$ cat src/rtl/interpolator_nx.sv
// Upsamples CHANNELS parallel streams by RATIO using per-channel linear or
// zero-order-hold interpolation, with one output sample per fast strobe.

module interpolator_nx_lane #(
  parameter int WIDTH       = 8,
  parameter int RATIO       = 10,
  parameter int SIGNED_DATA = 0
) (
  input  logic             clk,
  input  logic             reset,
  input  logic             load,
  input  logic             step,
  input  logic             ovr,
  input  logic             mode,
  input  logic [WIDTH-1:0] din,
  output logic [WIDTH-1:0] dout
);
  localparam int RW = $clog2(RATIO) + 1;
  localparam int DW = WIDTH + 1 + RW;
  localparam logic [RW-1:0] R_C = RW'(RATIO);
  localparam logic [DW-1:0] R_D = DW'(RATIO);

  logic [WIDTH-1:0] x0, x1, x0_e, x1_e;
  logic [WIDTH:0]   q, qd, q_e, qd_e, q_nx, qd_new, d_new, mag, y_lin;
  logic [RW-1:0]    r, rd, r_e, rd_e, r_nx, rd_new, r_sum;
  logic             neg, neg_e, neg_new;

  function automatic logic [WIDTH:0] ext(input logic [WIDTH-1:0] v);
    return (SIGNED_DATA != 0) ? {v[WIDTH-1], v} : {1'b0, v};
  endfunction

  // Difference of the incoming segment (new x1 minus new x0 = old x1),
  // split once into quotient/remainder by the constant RATIO.
  assign d_new   = ext(din) - ext(x1);
  assign neg_new = d_new[WIDTH];
  assign mag     = neg_new ? -d_new : d_new;
  assign qd_new  = (WIDTH+1)'({{RW{1'b0}}, mag} / R_D);
  assign rd_new  = RW'({{RW{1'b0}}, mag} % R_D);

  // A coincident load makes the new segment visible to this cycle's emit.
  assign x0_e  = load ? x1     : x0;
  assign x1_e  = load ? din    : x1;
  assign qd_e  = load ? qd_new : qd;
  assign rd_e  = load ? rd_new : rd;
  assign neg_e = load ? neg_new : neg;
  assign q_e   = load ? '0     : q;
  assign r_e   = load ? '0     : r;

  assign y_lin = ext(x0_e) + (neg_e ? -q_e : q_e);
  assign r_sum = r_e + rd_e;

  always_comb begin
    q_nx = q_e + qd_e;
    r_nx = r_sum;
    if (r_sum >= R_C) begin
      q_nx = q_e + qd_e + (WIDTH+1)'(1);
      r_nx = r_sum - R_C;
    end
  end

  always_ff @(posedge clk or posedge reset) begin
    if (reset) begin
      x0   <= '0;
      x1   <= '0;
      qd   <= '0;
      rd   <= '0;
      neg  <= 1'b0;
      q    <= '0;
      r    <= '0;
      dout <= '0;
    end else begin
      if (load) begin
        x0  <= x1;
        x1  <= din;
        qd  <= qd_new;
        rd  <= rd_new;
        neg <= neg_new;
        q   <= '0;
        r   <= '0;
      end
      if (step) begin
        q    <= q_nx;
        r    <= r_nx;
        dout <= mode ? y_lin[WIDTH-1:0] : x0_e;
      end else if (ovr) begin
        dout <= x1_e;
      end
    end
  end
endmodule

module interpolator_nx #(
  parameter int WIDTH       = 8,
  parameter int CHANNELS    = 1,
  parameter int RATIO       = 10,
  parameter int SIGNED_DATA = 0
) (
  input  logic                      clk,
  input  logic                      reset,
  input  logic                      clk_en,
  input  logic                      clk_en_nx,
  input  logic                      mode,
  input  logic [CHANNELS*WIDTH-1:0] sample_in,
  input  logic                      underrun_clr,
  output logic [CHANNELS*WIDTH-1:0] sample_out,
  output logic                      out_valid,
  output logic                      end_stage,
  output logic                      underrun
);
  localparam int PW = $clog2(RATIO + 1);
  localparam logic [PW-1:0] PH_END  = PW'(RATIO);
  localparam logic [PW-1:0] PH_LAST = PW'(RATIO - 1);

  logic [PW-1:0] phase, ph_eff;
  logic          ovr, step;
  logic [CHANNELS-1:0][WIDTH-1:0] din, dout;

  assign ph_eff = clk_en ? '0 : phase;
  // Strobe past the end of a segment: hold x1, phase stays saturated.
  assign ovr    = clk_en_nx && (ph_eff == PH_END);
  assign step   = clk_en_nx && !ovr;

  assign din        = sample_in;
  assign sample_out = dout;

  always_ff @(posedge clk or posedge reset) begin
    if (reset) begin
      phase     <= '0;
      out_valid <= 1'b0;
      end_stage <= 1'b0;
      underrun  <= 1'b0;
    end else begin
      if (step)
        phase <= ph_eff + PW'(1);
      else if (clk_en)
        phase <= '0;
      out_valid <= clk_en_nx;
      end_stage <= step && (ph_eff == PH_LAST);
      if (ovr)
        underrun <= 1'b1;
      else if (underrun_clr)
        underrun <= 1'b0;
    end
  end

  for (genvar c = 0; c < CHANNELS; c++) begin : g_lane
    interpolator_nx_lane #(
      .WIDTH      (WIDTH),
      .RATIO      (RATIO),
      .SIGNED_DATA(SIGNED_DATA)
    ) u_lane (
      .clk  (clk),
      .reset(reset),
      .load (clk_en),
      .step (step),
      .ovr  (ovr),
      .mode (mode),
      .din  (din[c]),
      .dout (dout[c])
    );
  end
endmodule
$ cat config.mk
export PLATFORM = sky130hd
export DESIGN_NAME = interpolator_nx
export DESIGN_NICKNAME = d
export VERILOG_FILES = /design/src/rtl/interpolator_nx.sv
export SDC_FILE = /design/constraint.sdc
export NUM_CORES = 1
export LEC_CHECK = 0
export ABC_AREA = 0
export BUFFER_PORTS_ARGS = -buffer_cell sky130_fd_sc_hd__buf_2
export CAP_MARGIN = 20
export CORE_MARGIN = 3
export CORE_UTILIZATION = 50
export CTS_CLUSTER_SIZE = 8
export DETAILED_ROUTE_END_ITERATION = 16
export PLACE_DENSITY = 0.7
export SLEW_MARGIN = 30
export SYNTH_ARGS = -nofsm -noshare
export SYNTH_HDL_FRONTEND = slang
export SYNTH_HIERARCHICAL = 1
export SYNTH_SLANG_ARGS = --single-unit
$ cat constraint.sdc
create_clock -name clk -period 6.36 [get_ports clk]
set_clock_uncertainty 0.05 [all_clocks]
set_input_delay 0.318 -clock clk [delete_from_list [all_inputs] [get_ports clk]]
set_output_delay 0.318 -clock clk [all_outputs]
set_load 0.01 [all_outputs]
# Word level (Yosys, flattened, before mapping)
# Index checks and enable logic that the tools add are counted.
[word_totals]
regBits = 60
output_inout_bits = 11
wordCells = 52
[classes]
muxes = 20
n_div = 2
reduce_logical = 6
order_cmp = 1
eq_ne = 2
n_addsub = 9
[op_table]
columns = ["cell", "count"]
rows = [
  ["two-way mux 8 bit", 6],
  ["two-way mux 9 bit", 5],
  ["two-way mux 5 bit", 4],
  ["divider 9 x 4 -> 14 bit, second input constant", 1],
  ["modulo 9 x 4 -> 14 bit, second input constant", 1],
  ["adder 9 x 1 -> 9 bit, second input constant", 1],
  ["adder 9 bit", 1],
  ["negator 9 bit", 1],
  ["subtractor 8 x 8 -> 9 bit", 1],
  ["adder 8 bit", 1],
  ["equality test 4 bit, second input constant", 2],
  ["two-way mux 4 bit", 2],
  ["negator 8 bit", 1],
  ["adder 5 bit", 1],
  [">= comparator 5 x 4 -> 1 bit, second input constant", 1],
  ["subtractor 5 x 4 -> 5 bit, second input constant", 1],
  ["adder 4 x 1 -> 4 bit, second input constant", 1],
  ["nonzero test 2 bit", 2],
  ["logical AND 1 bit", 3],
  ["two-way mux 1 bit", 3],
  ["zero test 1 bit", 1],
]

# Depth between registers and ports, before layout
[logic_depth]
ltp_word = 9
mapped_depth = 30

# Modules after synthesis
# The synthesis kept the hierarchy.
[by_module_without_submodules]
columns = ["module", "seq_area_each_um2", "cells_each", "n_inst", "area_per_inst_um2"]
rows = [
  ["interpolator_nx_lane", 1276.2, 514, 1, 4478.0],
  ["interpolator_nx", 175.2, 28, 1, 314.1],
]

# Worst setup path after synthesis
# No wires, ideal clock.
[synth_path]
path_kind = "input -> register"
start = "input sample_in[0]"
end = "register g_lane[0].u_lane.q[7]"
t_arrival_ps = 6466
path_stages = 28
setup_time_ps = 138
n_path_buf = 0
setup_slack_ps = -294
cell_sequence = "inv_1 > ha_1 > inv_1 > fa_1 > xnor2_1 > nand3_1 > o31a_1 > mux2_4 > a221o_1 > nor2_2 > mux2_1 > a211oi_2 > nor2_1 > a2111oi_0 > a21oi_1 > fa_1 > a21o_1 > a21oi_1 > xnor2_1 > a21oi_1 > or3_1 > nor2_1 > nand3_1 > xor2_1 > nand2b_1 > o21ai_0 > a22oi_1 > o21ai_0"
[synth_via]
elab_chain_len = 9
elab_cells_between_ends = 13
[synth_lines]
columns = ["item", "line_no", "rtl"]
rows = [
  ["from (decl)", "103", "input logic [CHANNELS*WIDTH-1:0] sample_in,"],
  ["subtractor 8 x 8 -> 9 bit *", "34", "assign d_new = ext(din) - ext(x1);"],
  ["negator 9 bit", "36", "assign mag = neg_new ? -d_new : d_new;"],
  ["two-way mux 9 bit *", "36", ""],
  ["modulo 9 x 4 -> 14 bit *", "38", "assign rd_new = RW'({{RW{1'b0}}, mag} % R_D);"],
  ["two-way mux 5 bit *", "44", "assign rd_e = load ? rd_new : rd;"],
  ["via g_lane[0].u_lane.rd_e[1]", "25", "logic [RW-1:0] r, rd, r_e, rd_e, r_nx, rd_new, r_sum;"],
  ["adder 5 bit *", "50", "assign r_sum = r_e + rd_e;"],
  [">= comparator 5 x 4 -> 1 bit *", "55", "if (r_sum >= R_C) begin"],
  ["two-way mux 9 bit *", "55", ""],
  ["two-way mux 9 bit *", "81", "if (step) begin"],
  ["to (signal assigned)", "82", "q <= q_nx;"],
  ["to (decl)", "24", "logic [WIDTH:0] q, qd, q_e, qd_e, q_nx, qd_new, d_new, mag, y_lin;"],
]
# The timed path passes the listed nets; every way through them passes the cells marked *.
# A chain may end at the register's enable or synchronous reset.

# Final worst setup path
[layout_path]
start = "register g_lane[0].u_lane.x1[0]"
end = "register g_lane[0].u_lane.q[7]"
[layout_via]
elab_chain_len = 9
elab_cells_between_ends = 13
[layout_lines]
columns = ["item", "line_no", "rtl"]
rows = [
  ["from (decl)", "23", "logic [WIDTH-1:0] x0, x1, x0_e, x1_e;"],
  ["from (signal assigned)", "74", "x1 <= din;"],
  ["subtractor 8 x 8 -> 9 bit *", "34", ""],
  ["negator 9 bit", "36", ""],
  ["two-way mux 9 bit *", "36", ""],
  ["modulo 9 x 4 -> 14 bit *", "38", ""],
  ["two-way mux 5 bit *", "44", ""],
  ["via g_lane[0].u_lane.rd_e[3]", "25", ""],
  ["adder 5 bit *", "50", ""],
  [">= comparator 5 x 4 -> 1 bit *", "55", ""],
  ["two-way mux 9 bit *", "55", ""],
  ["two-way mux 9 bit *", "81", ""],
]
# Marked as above.

==> results_dict.tcl <==
set metrics [dict create \
    cp-end-kind "register" \
    grt_pass1_vias 4357 \
    dp_cells 749 \
    avgSynthCellArea_um2 8.84 \
    clock_sinks 58 \
    dr.pass1.iters 5 \
    cts_tree "built" \
    run_status "complete, but fails checks" \
    cp_max_fo 7 \
    rows 35 \
    timing.final.crit_share 1.01 \
    die-area_um2 10800 \
    wl_per_cell_um 16.0 \
    synthArstFlopShare 1.00 \
    p_leak_nw 2.72 \
    share_comb_of_total_power 0.720 \
    fin_setup_tns_ps -48.4 \
    insertion_delay_ps 340 \
    hold_violations 0 \
    worstSetupStartpointType "register" \
    die_h_um 104 \
    overflow 0 \
    worst_path_max_delay_cell "or4b_1" \
    fillerInstances 783 \
    synthDistinctLibCells 78 \
    fin_crit_ps 6410 \
    synth-main-ff-cell "dfrtp_1" \
    clockBufferDepth 2 \
    nets 684 \
    ios 25 \
    synth_edf_count 0 \
    p_seq_frac 0.167 \
    portBuffers 24 \
    violations "setup timing" \
    wl_mm 12.4 \
    num_vias 4379 \
    worst_slew_pin_slew_ps 790 \
    setup_ws_ps -48.4 \
    synth_nets 590 \
    core_area_um2 9280 \
    drt_first_iter_violations 227 \
    worstPathArrival_ps 6550 \
    setup_viol 1 \
    die_w_um 104 \
    p_sw_frac 0.433 \
    ys_seq_area_frac 0.303 \
    diodes 0 \
    synth_seq_cells 58 \
    critPathMostFrequentCell "a21oi_2" \
    ant_nets 0 \
    synth_area_um2 4790 \
    hp-class "in2reg" \
    clock_power_share 0.113 \
    cts_root_buffer "clkbuf_8" \
    grt_pass1_wl_mm 20.5 \
    cpPeakStageDelay_ps 560 \
    drive_gt1_frac 0.324 \
    track_usage 0.227 \
    initial_core_util 0.516 \
    final_cell_count_no_fill 770 \
    power.density_nw_per_um2 484 \
    grt_max_degree 52 \
    dpl.hpwl_mm 8.98 \
    synth_cells 542 \
    path_clk_slew_ps 70 \
    gp_congestion 0.914 \
    max_cap_violations 0 \
    final_cell_mix "74 x buf_4, 58 x dfrtp_1, 51 x nand2_1, 33 x nor2_1" \
    viasPerCell 5.69 \
    synth_warnings 6 \
    antenna_found_initial 0 \
    fmax_mhz 156 \
    layout_commonest_cell "buf_4" \
    numCtsBuffers 9 \
    p_switching_mw 1.30 \
    hold_ws_ps 116 \
    area_growth_pct 28.8 \
    required_ps 6500 \
    cts_max_level 3 \
    p_int_mw 1.69 \
    finalMaxSlewViolations 0 \
    vdd_drop_max_mv 0.331 \
    drc 0 \
    grt_setup_unrepaired "yes" \
    slew_headroom 0.474 \
    worst-setup-path-type "reg2reg" \
]
## power by group through the flow
stage	logic, mW	clock network (mW)	registers (mW)
2_1_floorplan	1.26	0	0.507
3_3_place_gp	1.80	0	0.501
3_5_place_dp	1.83	0	0.505
4_1_cts	2.03	0.342	0.498
5_1_grt	2.34	0.363	0.507
6_report	2.15	0.338	0.498
## worst max-delay path: cells and delay by family, from the launching register on
kind            cells  cell delay, ps
simple gates        9            1680
xor+xnor            3             660
mux                 1             260
buf+inv             4             510
compound gates     10            1900
fa+ha+maj           3             840
flops               1             370
## cell usage after synthesis, drive strengths merged (2+ instances only)
library cell | instances | area, um2
a2111oi | 5 | 43.8
a211oi | 7 | 62.6
a21o | 10 | 75.1
a21oi | 42 | 214
a22oi | 2 | 15.0
a31oi | 5 | 31.3
a32o | 2 | 20.0
a41oi | 3 | 33.8
and2 | 2 | 12.5
and3 | 3 | 18.8
buf | 4 | 18.8
clkbuf | 19 | 71.3
dfrtp | 58 | 1450
fa | 4 | 80.1
ha | 30 | 375
inv | 26 | 97.6
mux2 | 17 | 195
mux2i | 11 | 110
nand2 | 51 | 191
nand2b | 10 | 65.1
nand3 | 12 | 60.1
nand3b | 5 | 37.5
nand4 | 5 | 46.3
nor2 | 38 | 155
nor2b | 14 | 87.6
nor3 | 9 | 56.3
nor4 | 6 | 52.6
o211ai | 11 | 87.6
o21a | 4 | 31.3
o21ai | 36 | 180
o21bai | 7 | 52.6
o311ai | 3 | 26.3
o31a | 4 | 36.3
o31ai | 5 | 42.5
or2 | 3 | 18.8
or3 | 3 | 18.8
xnor2 | 33 | 297
xor2 | 13 | 121
## state kept, by name, summed over array words and instances, names as in the netlist, 4 cells and up
register            cells
g_lane.u_lane/rd        5
g_lane.u_lane/r         5
g_lane.u_lane/q         8
phase                   4
g_lane.u_lane/dout      8
g_lane.u_lane/x0        8
g_lane.u_lane/qd        8
g_lane.u_lane/x1        8
## area by class of cell
cell class              instances  area (um2)  area share
clock buffers                  11         141      0.0229
clock inverters                 5        53.8     0.00872
inverters                      26         100      0.0162
multi-input cells             435        3500       0.567
flip-flops and latches         58        1450       0.235
well taps                     129         161      0.0262
repair buffers                106         764       0.124
## final timing paths
path,slack [ps],depth (start not counted),startpoint,end
hold / removal,120,1,clk_en_nx,out_valid
setup / recovery,-50,30,g_lane[0].u_lane/x1[0],g_lane[0].u_lane/q[7]
min in group asynchronous,430,3,reset,phase[2]
hold reg to reg,460,1,g_lane[0].u_lane/qd[2],g_lane[0].u_lane/qd[2]
max in group asynchronous,5260,3,reset,g_lane[0].u_lane/rd[2]
setup reg to reg,-50,30,g_lane[0].u_lane/x1[0],g_lane[0].u_lane/q[7]
## what timing repair did
action / 4_1_cts / 5_1_grt
hold buffers: 1 / 0
cloned: 0 / 0
buffers inserted: 4 / 1
gates resized for setup: 40 / 25
pin swaps: 33 / 16
endpoints found under the setup margin: 1 / 3
endpoints found under the hold margin: 7 / 0
## per-stage QoR
step	instance area [um2]	power, mW	utilization	worst slack (ps)
finish	6170	2.99	0.665	-48.4
CTS	6030	2.87	0.650	5.27
detailed placement	5620	2.33	0.605	-425
global placement	5610	2.30	0.605	-233
floorplan	4850	1.76	-	10.0
global route	6170	3.21	0.665	-378
## per-layer routing
| metal | GRT usage | wire, um |
|---|---|---|
| met5 | 0 | 0 |
| met4 | 0.0731 | 206 |
| met3 | 0.0354 | 379 |
| met2 | 0.387 | 6230 |
| met1 | 0.295 | 5540 |
## kinds of logic after synthesis
| kind of cell | synth area share |
|---|---|
| buffers and inverters | 0.0392 |
| adders and majority gates | 0.0950 |
| muxes | 0.0637 |
| AOI/OAI and AO/OA | 0.230 |
| and+or+nand+nor | 0.183 |
| xor gates and xnor gates | 0.0872 |
| DFF | 0.303 |
No activity file was read; power rests on OpenSTA's default activity.
